$ cat config.mk
export PLATFORM = sky130hd
export DESIGN_NAME = seg_scan_capture
export DESIGN_NICKNAME = d
export VERILOG_FILES = /design/src/rtl/seg_scan_capture.sv
export SDC_FILE = /design/constraint.sdc
export NUM_CORES = 1
export LEC_CHECK = 0
export ABC_AREA = 1
export CORE_ASPECT_RATIO = 0.9
export CORE_MARGIN = 10
export CORE_UTILIZATION = 55
export DETAILED_ROUTE_END_ITERATION = 6
export PLACE_DENSITY_LB_ADDON = 0.1
export SKIP_CTS_REPAIR_TIMING = 1
export SLEW_MARGIN = 20
export SYNTH_ARGS = -nofsm -noshare
export SYNTH_HDL_FRONTEND = slang
export SYNTH_SLANG_ARGS = --single-unit
export TNS_END_PERCENT = 50
$ cat constraint.sdc
create_clock -name clk -period 1.77 [get_ports clk]
set_input_delay 0.354 -clock clk [delete_from_list [all_inputs] [get_ports clk]]
set_output_delay 0.354 -clock clk [all_outputs]
set_load 0.02 [all_outputs]
$ cat src/rtl/seg_scan_capture.sv
// seg_scan_capture: rebuilds the four characters shown on a multiplexed active-low 7-segment display.
// Defining SEG_CAPTURE_FRAME_CNT_EN adds a 16-bit wrapping frame_count output.
module seg_scan_capture #(
    parameter int STABLE_CYCLES  = 4,
    parameter int TIMEOUT_CYCLES = 65536
) (
    input  logic        clk,
    input  logic        reset,
    input  logic [3:0]  Anode_Activate,
    input  logic [6:0]  LED_out,
    output logic [19:0] frame_digits,
    output logic        frame_valid,
    output logic        frame_changed,
    output logic        timeout,
    output logic        err_anode,
    output logic        err_seg
`ifdef SEG_CAPTURE_FRAME_CNT_EN
    ,
    output logic [15:0] frame_count
`endif
);

    localparam int SW = $clog2(STABLE_CYCLES + 1);
    localparam int TW = (TIMEOUT_CYCLES > 2) ? $clog2(TIMEOUT_CYCLES) : 1;
    localparam logic [SW-1:0] STAB    = SW'(STABLE_CYCLES);
    localparam logic [TW-1:0] TO_LAST = TW'(TIMEOUT_CYCLES - 1);
    localparam logic [4:0]    CODE_BLANK = 5'h10;
    localparam logic [4:0]    CODE_BAD   = 5'h1F;

    typedef enum logic [1:0] {S_IDLE, S_COLLECT, S_EMIT} slot_state_e;

    logic [3:0]       s_an_q, s_an_d, p_an_q, p_an_d;
    logic [6:0]       s_seg_q, s_seg_d, p_seg_q, p_seg_d;
    logic [SW-1:0]    stab_cnt_q, stab_cnt_d;
    logic             acc_q, acc_d;
    logic [1:0]       acc_slot_q, acc_slot_d;
    logic [4:0]       acc_code_q, acc_code_d;
    logic [3:0][4:0]  slots_q, slots_d;
    logic [3:0]       seen_q, seen_d;
    slot_state_e      state_q, state_d;
    logic [TW-1:0]    to_cnt_q, to_cnt_d;
    logic [19:0]      frame_digits_q, frame_digits_d;
    logic             frame_valid_q, frame_valid_d;
    logic             frame_changed_q, frame_changed_d;
    logic             timeout_q, timeout_d;
    logic             err_anode_q, err_anode_d;
    logic             err_seg_q, err_seg_d;
`ifdef SEG_CAPTURE_FRAME_CNT_EN
    logic [15:0]      frame_count_q, frame_count_d;
`endif

    logic one_cold, same, emit, to_hit;

    function automatic logic [4:0] decode_seg(input logic [6:0] seg);
        case (seg)
            7'b0000001: return 5'd0;
            7'b1001111: return 5'd1;
            7'b0010010: return 5'd2;
            7'b0000110: return 5'd3;
            7'b1001100: return 5'd4;
            7'b0100100: return 5'd5;
            7'b0100000: return 5'd6;
            7'b0001111: return 5'd7;
            7'b0000000: return 5'd8;
            7'b0000100: return 5'd9;
            7'b0001000: return 5'd10;
            7'b1100000: return 5'd11;
            7'b0110001: return 5'd12;
            7'b1000010: return 5'd13;
            7'b0110000: return 5'd14;
            7'b0111000: return 5'd15;
            7'b1111111: return CODE_BLANK;
            7'b1111110: return 5'h11;
            default:    return CODE_BAD;
        endcase
    endfunction

    function automatic logic is_one_cold(input logic [3:0] an);
        case (an)
            4'b1110, 4'b1101, 4'b1011, 4'b0111: return 1'b1;
            default:                            return 1'b0;
        endcase
    endfunction

    function automatic logic [1:0] slot_of(input logic [3:0] an);
        case (an)
            4'b1101: return 2'd1;
            4'b1011: return 2'd2;
            4'b0111: return 2'd3;
            default: return 2'd0;
        endcase
    endfunction

    always_comb begin
        s_an_d  = Anode_Activate;
        s_seg_d = LED_out;
        p_an_d  = s_an_q;
        p_seg_d = s_seg_q;

        one_cold   = is_one_cold(s_an_q);
        same       = (s_an_q == p_an_q) && (s_seg_q == p_seg_q);
        stab_cnt_d = '0;
        acc_d      = 1'b0;
        if (one_cold) begin
            if (same) stab_cnt_d = (stab_cnt_q == STAB) ? stab_cnt_q : stab_cnt_q + SW'(1);
            else      stab_cnt_d = SW'(1);
            // A dwell already sitting at saturation must not accept again.
            acc_d = (stab_cnt_d == STAB) && !(same && stab_cnt_q == STAB);
        end
        acc_slot_d  = slot_of(s_an_q);
        acc_code_d  = decode_seg(s_seg_q);
        err_anode_d = err_anode_q | (!one_cold && s_an_q != 4'b1111);

        emit            = (state_q == S_EMIT);
        to_hit          = (to_cnt_q == TO_LAST) && !emit;
        frame_valid_d   = emit;
        frame_changed_d = emit && (slots_q != frame_digits_q);
        frame_digits_d  = emit ? slots_q : frame_digits_q;
        timeout_d       = to_hit;
        to_cnt_d        = (emit || to_hit) ? '0 : to_cnt_q + TW'(1);
        seen_d          = (emit || to_hit) ? 4'b0000 : seen_q;
        slots_d         = slots_q;
        err_seg_d       = err_seg_q;
        // The emitted frame uses slots_q, so an accept landing now belongs to the next frame.
        if (acc_q) begin
            seen_d[acc_slot_q]  = 1'b1;
            slots_d[acc_slot_q] = acc_code_q;
            if (acc_code_q == CODE_BAD) err_seg_d = 1'b1;
        end

        if (seen_d == 4'b0000)      state_d = S_IDLE;
        else if (seen_d == 4'b1111) state_d = S_EMIT;
        else                        state_d = S_COLLECT;
`ifdef SEG_CAPTURE_FRAME_CNT_EN
        frame_count_d = frame_count_q + {15'd0, emit};
`endif
    end

    always_ff @(posedge clk) begin
        if (reset) begin
            s_an_q          <= 4'b1111;
            s_seg_q         <= 7'h7F;
            p_an_q          <= 4'b1111;
            p_seg_q         <= 7'h7F;
            stab_cnt_q      <= '0;
            acc_q           <= 1'b0;
            acc_slot_q      <= 2'd0;
            acc_code_q      <= CODE_BLANK;
            slots_q         <= {4{CODE_BLANK}};
            seen_q          <= 4'b0000;
            state_q         <= S_IDLE;
            to_cnt_q        <= '0;
            frame_digits_q  <= {4{CODE_BLANK}};
            frame_valid_q   <= 1'b0;
            frame_changed_q <= 1'b0;
            timeout_q       <= 1'b0;
            err_anode_q     <= 1'b0;
            err_seg_q       <= 1'b0;
`ifdef SEG_CAPTURE_FRAME_CNT_EN
            frame_count_q   <= 16'd0;
`endif
        end else begin
            s_an_q          <= s_an_d;
            s_seg_q         <= s_seg_d;
            p_an_q          <= p_an_d;
            p_seg_q         <= p_seg_d;
            stab_cnt_q      <= stab_cnt_d;
            acc_q           <= acc_d;
            acc_slot_q      <= acc_slot_d;
            acc_code_q      <= acc_code_d;
            slots_q         <= slots_d;
            seen_q          <= seen_d;
            state_q         <= state_d;
            to_cnt_q        <= to_cnt_d;
            frame_digits_q  <= frame_digits_d;
            frame_valid_q   <= frame_valid_d;
            frame_changed_q <= frame_changed_d;
            timeout_q       <= timeout_d;
            err_anode_q     <= err_anode_d;
            err_seg_q       <= err_seg_d;
`ifdef SEG_CAPTURE_FRAME_CNT_EN
            frame_count_q   <= frame_count_d;
`endif
        end
    end

    assign frame_digits  = frame_digits_q;
    assign frame_valid   = frame_valid_q;
    assign frame_changed = frame_changed_q;
    assign timeout       = timeout_q;
    assign err_anode     = err_anode_q;
    assign err_seg       = err_seg_q;
`ifdef SEG_CAPTURE_FRAME_CNT_EN
    assign frame_count   = frame_count_q;
`endif

endmodule
# After elaboration in Yosys (flattened, before gate mapping)
# Cells that the tools add are included.
# Widths: inputs -> output; s select.
totals:
  out_inout_bits: 25
  ff_bits: 100
  in_bits: 13
  word_cells: 91
op_classes:
  bitwise_logic: 3
  n_eq_ne: 31
  addsub: 2
  order_cmp: 2
  reduce_logical: 18
  n_mux: 14
op_table:
  columns: ["op", "count"]
  rows:
  - ["$pmux 5 s18", 1]
  - ["$eq 7x7->1 const B", 6]
  - ["$eq 7x6->1 const B", 5]
  - ["$bwmux 20", 1]
  - ["$ne 20x20->1", 1]
  - ["$add 16x1->16 const B", 1]
  - ["$eq 16x16->1 const B", 1]
  - ["$eq 4x4->1 const B", 4]
  - ["$eq 7x3->1 const B", 2]
  - ["$eq 7x4->1 const B", 2]
  - ["$demux 5 s2", 1]
  - ["$mux 3", 3]
  - ["$mux 4", 2]
  - ["$eq 7x1->1 const B", 1]
  - ["$eq 7x5->1 const B", 1]
  - ["$eq 7x7->1", 1]
  - ["$logic_and 1x1->1", 7]
  - ["$logic_not 7->1", 1]
  - ["$eq 3x3->1 const B", 2]
  - ["$pmux 2 s3", 1]
  - ["$reduce_or 2->1", 3]
  - ["$eq 5x5->1 const B", 1]
  - ["$mux 5", 1]
  - ["$eq 4x3->1 const B", 1]
  - ["17 further kinds", 20]

# Logic depth before layout (Yosys ltp)
logic_depth:
  depth_word: 9
  ltp_mapped: 12
  mapped_depth_nobuf: 12

# Worst setup path before layout
# Ideal clock, no wire load.
synth_path:
  path_type: "reg2reg"
  start: "register to_cnt_q[0]"
  end: "register state_q[0]"
  slack_ps: 363
  required_time_ps: 1657
  stages_incl_launch_ff: 13
  n_path_buf: 0
  synth_period_minus_slack_ps: 1407
  setup_time_ps: 113
  arrival_time_ps: 1294
  path_cell_list: "dfxtp_1 > ha_1 > nand2_1 > inv_2 > nand2_2 > nor2_2 > nand2_2 > nand3_1 > nand2_1 > nor2_1 > nand2_1 > nand2_1 > nor2_1"
synth_via:
  elab_chain_len: 8
  word_cells_on_any_way: 10
  classes_between: "eq/ne: 2; mux: 3; bitwise: 1; reduce/logical: 4"
synth_rtl:
  columns: ["element", "line", "rtl"]
  rows:
  - ["from (decl)", "41", "logic [TW-1:0] to_cnt_q, to_cnt_d;"]
  - ["from (signal assigned)", "174", "to_cnt_q <= to_cnt_d;"]
  - ["$eq 16x16->1 (*)", "115", "to_hit = (to_cnt_q == TO_LAST) && !emit;"]
  - ["$logic_and 1x1->1 (*)", "115", null]
  - ["$logic_or 1x1->1 (*)", "121", "seen_d = (emit || to_hit) ? 4'b0000 : seen_q;"]
  - ["$mux 4 (*)", "121", null]
  - ["$or 4x4->4 (no source line)", null, null]
  - ["$mux 4 (*)", "125", "if (acc_q) begin"]
  - ["$eq 4x4->1 or $logic_not 4->1 (tied branches)", "132, 131", null]
  - ["$mux 2 or $reduce_or 2->1 (tied branches)", null, null]
  - ["to (signal assigned)", "173", "state_q <= state_d;"]
  - ["to (decl)", "40", "slot_state_e state_q, state_d;"]
# Every way passes the cells marked *; elsewhere a longest branch is shown, timed or not.
# A chain may end at the register's enable or synchronous reset.

# Worst setup path in the final report
layout_path:
  start: "register frame_digits_q[19] (netlist: frame_digits[19])"
  end: "output frame_digits[19]"
layout_rtl:
  columns: ["element", "line", "rtl"]
  rows:
  - ["from (decl)", "42", "logic [19:0] frame_digits_q, frame_digits_d;"]
  - ["from (signal assigned)", "153", "frame_digits_q <= {4{CODE_BLANK}};"]
  - ["from (signal assigned)", "175", "frame_digits_q <= frame_digits_d;"]
  - ["to (decl)", "11", "output logic [19:0] frame_digits,"]
# No word-level cell between the ends.

==> run_results.csv <==
group,metric,value,unit
global_route,grt_max_degree,22,
final_layout,nFillCells,645,
min_path,worstHoldStart,"to_cnt_q[0]",
clock_tree,cts_num_sinks,100,
timing,slew_headroom,0.694,
power,p_int,3.20,mW
synthesis,synthCells,539,
timing,final_max_slew_viol_count,0,
place,routabilityCongestion,0.898,
power,clkPwrFrac,0.380,
floorplan,die_area,11500,um^2
power,switchingPower,0.940,mW
power,pwr-share-comb,0.054,
worst_setup_path,slowest_stage,"clkdlybuf4s50_1",
synthesis,synth-simple-area-share,0.258,
timing,tightest_slew,455,ps
synthesis,synth_fa_ha_area_frac,0.00896,
drt,drt_iter0_drc,103,
worst_setup_path,crit_chain,"clkdlybuf4s50_1",
synthesis,netlist_top_cells_area,"dfxtp_1 (48%), nand2_1 (8.0%), inv_1 (6.4%)",
drt,avgRoutedWirePerCell,12.5,um
final_layout,layout-drive-gt1-share,0.130,
drt,vias,3538,
synthesis,synth.largest_area_cell,"dfxtp_1",
global_route,grt.total_usage,0.156,
clock_tree,clock_path_buffers,2,
worst_setup_path,rr_endpoint,"state_q[0]",
timing,fin_crit_sh,0.965,
final_layout,n_antenna_cell,0,
synthesis,yosysUniqueCellTypes,37,
worst_setup_path,crit_arrival,1350,ps
worst_setup_path,critical_path_class,"register to primary output",
power,irDropWorstVdd,0.597,mV
power,power.density,832,nW/um^2
clock_tree,h-tree-depth,3,
timing,setup_viol,0,
synthesis,yosys_warnings,0,
floorplan,start_util,0.561,
floorplan,fp.dieH,103,um
place,portBuffers,37,
flow_run,drv_cap,0,
worst_setup_path,critPathLaunch,"frame_digits[19]",
synthesis,synth.most_common_cell,"dfxtp_1",
timing,setup_ws,61.3,ps
synthesis,synth-edff-count,0,
synthesis,netlist_top_cells_count,"dfxtp_1 (100), nand2_1 (89), inv_1 (71)",
worst_setup_path,r2r_slack,220,ps
final_layout,utilization,0.666,
worst_setup_path,rr_worst_depth,12,
drt,via_per_inst,5.15,
global_route,grt_pass1_vias,3379,
worst_setup_path,setup.worst_path.end_class,"primary output",
floorplan,ioPinCount,38,
clock_tree,cts_tree,"yes",
floorplan,core_area,7470,um^2
synthesis,avgSynthCellArea,7.77,um^2
floorplan,fp.dieW,112,um
synthesis,synth_compound_area_frac,0.116,
synthesis,synth_nets,555,
final_layout,syn2layout_area_growth,18.7,%
synthesis,postSynth.asyncResetShare,0,
synthesis,ys_ff_latch,100,
place,dp_slack,18.7,ps
final_layout,multiInputGateArea,1820,um^2
clock_tree,clock_latency,370,ps
synthesis,synth_top_family_by_area,"simple AND/OR/NAND/NOR gates",
worst_setup_path,slowest_delay,620,ps
timing,fin_crit,1710,ps
drt,ant_nets,0,
timing,fmax,585,MHz
synthesis,ys_seq_area_frac,0.478,
worst_setup_path,path_delay_family,"buffers and inverters",
min_path,hold_class,"register to register",
min_path,whs_path_depth,1,
drt,route.detailed.drc,0,
run_status,status,"finished clean",
synthesis,synthXorXnorAreaFrac,0.0502,
synthesis,synthMuxAreaShare,0,
power,switching_share,0.227,
power,seqPwrFrac,0.566,
worst_setup_path,r2r-start,"to_cnt_q[0]",
worst_setup_path,setup.worst_path.start_class,"register",
power,power_leakage,2.31,nW
final_layout,seqCellArea,2000,um^2
place,dp_hpwl,6400,um
global_route,grt_antenna_before_repair,0,
drt,firstDrtPassIters,4,
final_layout,nets,602,
floorplan,core.rowCount,30,
worst_setup_path,path_buf_inv,1,
global_route,overflow,0,
synthesis,synth_top_area_frac,0.478,
timing,skew,15.0,ps
global_route,grt_pass1_wl,15000,um
worst_setup_path,required,1420,ps
timing,hold_viol,0,
synthesis,synthesis.area,4190,um^2
power,p_total,4.14,mW
timing,rsz0062_at_grt,"false",
worst_setup_path,crit_fanout,3,
min_path,hold_end,"to_cnt_q[0]",
clock_tree,clkTransAtPathRegs,90,ps
synthesis,ys_dominant_reg_cell,"dfxtp_1",
drt,wl,8590,um
clock_tree,cts_buffers,9,
clock_tree,root_buffer,"clkbuf_8",
[layout make-up]
type / count / area share
clock buffers: 11 / 0.0264
clock inverters: 5 / 0.0169
inverters: 88 / 0.0664
multi-input cells: 341 / 0.366
flip-flops and latches: 100 / 0.403
well taps: 96 / 0.0242
repair buffers: 46 / 0.0976
[power by group through the flow]
stage | Combinational [mW] | Clock [mW] | Sequential [mW]
2_1_floorplan | 0.147 | 0 | 2.38
3_3_place_gp | 0.222 | 0 | 2.39
3_5_place_dp | 0.225 | 0 | 2.40
4_1_cts | 0.226 | 1.63 | 2.34
5_1_grt | 0.256 | 1.71 | 2.35
6_report | 0.224 | 1.57 | 2.34
[layer usage]
layer / GRT usage / share of wire / wire length (um)
met3: 0.0477 / 0.054 / 467
met2: 0.268 / 0.47 / 4040
met4: 0.0517 / 0.014 / 120
met1: 0.183 / 0.46 / 3960
met5: 0 / 0 / 0
[cell families after synthesis]
| family | after synthesis |
|---|---|
| DFF | 100 |
| AOI/OAI and AO/OA | 88 |
| xor gates and xnor gates | 24 |
| and+or+nand+nor | 226 |
| adders and majority gates | 3 |
| buffers and inverters | 98 |
[state kept, by name (all words and copies together), names as in the netlist, 2 cells and up]
name,flops
p_an_q,4
to_cnt_q,16
frame_digits,20
p_seg_d,7
slots_q,20
stab_cnt_q,3
acc_code_q,5
seen_q,4
p_an_d,4
state_q,2
acc_slot_q,2
p_seg_q,7
[cells in the final DEF, fill, tap and decap left out, drive strengths merged]
cell type / synthesis / layout
dfxtp: 100 / 100
nand2: 96 / 96
inv: 86 / 87
nor2: 48 / 48
a21oi: 35 / 35
o21ai: 33 / 33
nand3: 32 / 32
clkdlybuf4s50: 0 / 23
nor3: 21 / 21
xor2: 16 / 16
or2: 15 / 15
dlymetal6s2s: 0 / 14
clkbuf: 5 / 11
o22ai: 9 / 9
nand4: 9 / 9
buf: 5 / 9
xnor2: 8 / 8
o211ai: 4 / 4
a31oi: 3 / 3
ha: 3 / 3
nor3b: 3 / 3
clkinv: 2 / 2
bufinv: 0 / 2
clkinvlp: 0 / 2
and3: 1 / 1
o21a: 1 / 1
nand3b: 1 / 1
a211oi: 1 / 1
o221a: 1 / 1
a22oi: 1 / 1
[metrics by stage]
| step | hold slack [ps] | cells | instance area [um^2] | TNS [ps] |
|---|---|---|---|---|
| 5_1_grt | 429 | 687 | 4970 | 0 |
| 3_3_place_gp | 434 | 671 | 4720 | 0 |
| 4_1_cts | 453 | 687 | 4930 | -2.90 |
| 3_5_place_dp | 435 | 671 | 4720 | 0 |
| 2_1_floorplan | 418 | 539 | 4190 | 0 |
| 6_report | 415 | 687 | 4970 | 0 |
[worst max-delay path by stage]
stage                       end  slack, ps  cells past startpoint
2_1_floorplan        state_q[0]        360                     12
3_3_place_gp   frame_digits[16]        120                      5
3_5_place_dp        to_cnt_q[5]         20                      6
4_1_cts        frame_digits[17]         -3                      1
5_1_grt        frame_digits[11]          1                      1
6_report       frame_digits[19]         60                      1
(Power assumes the default switching activity.)
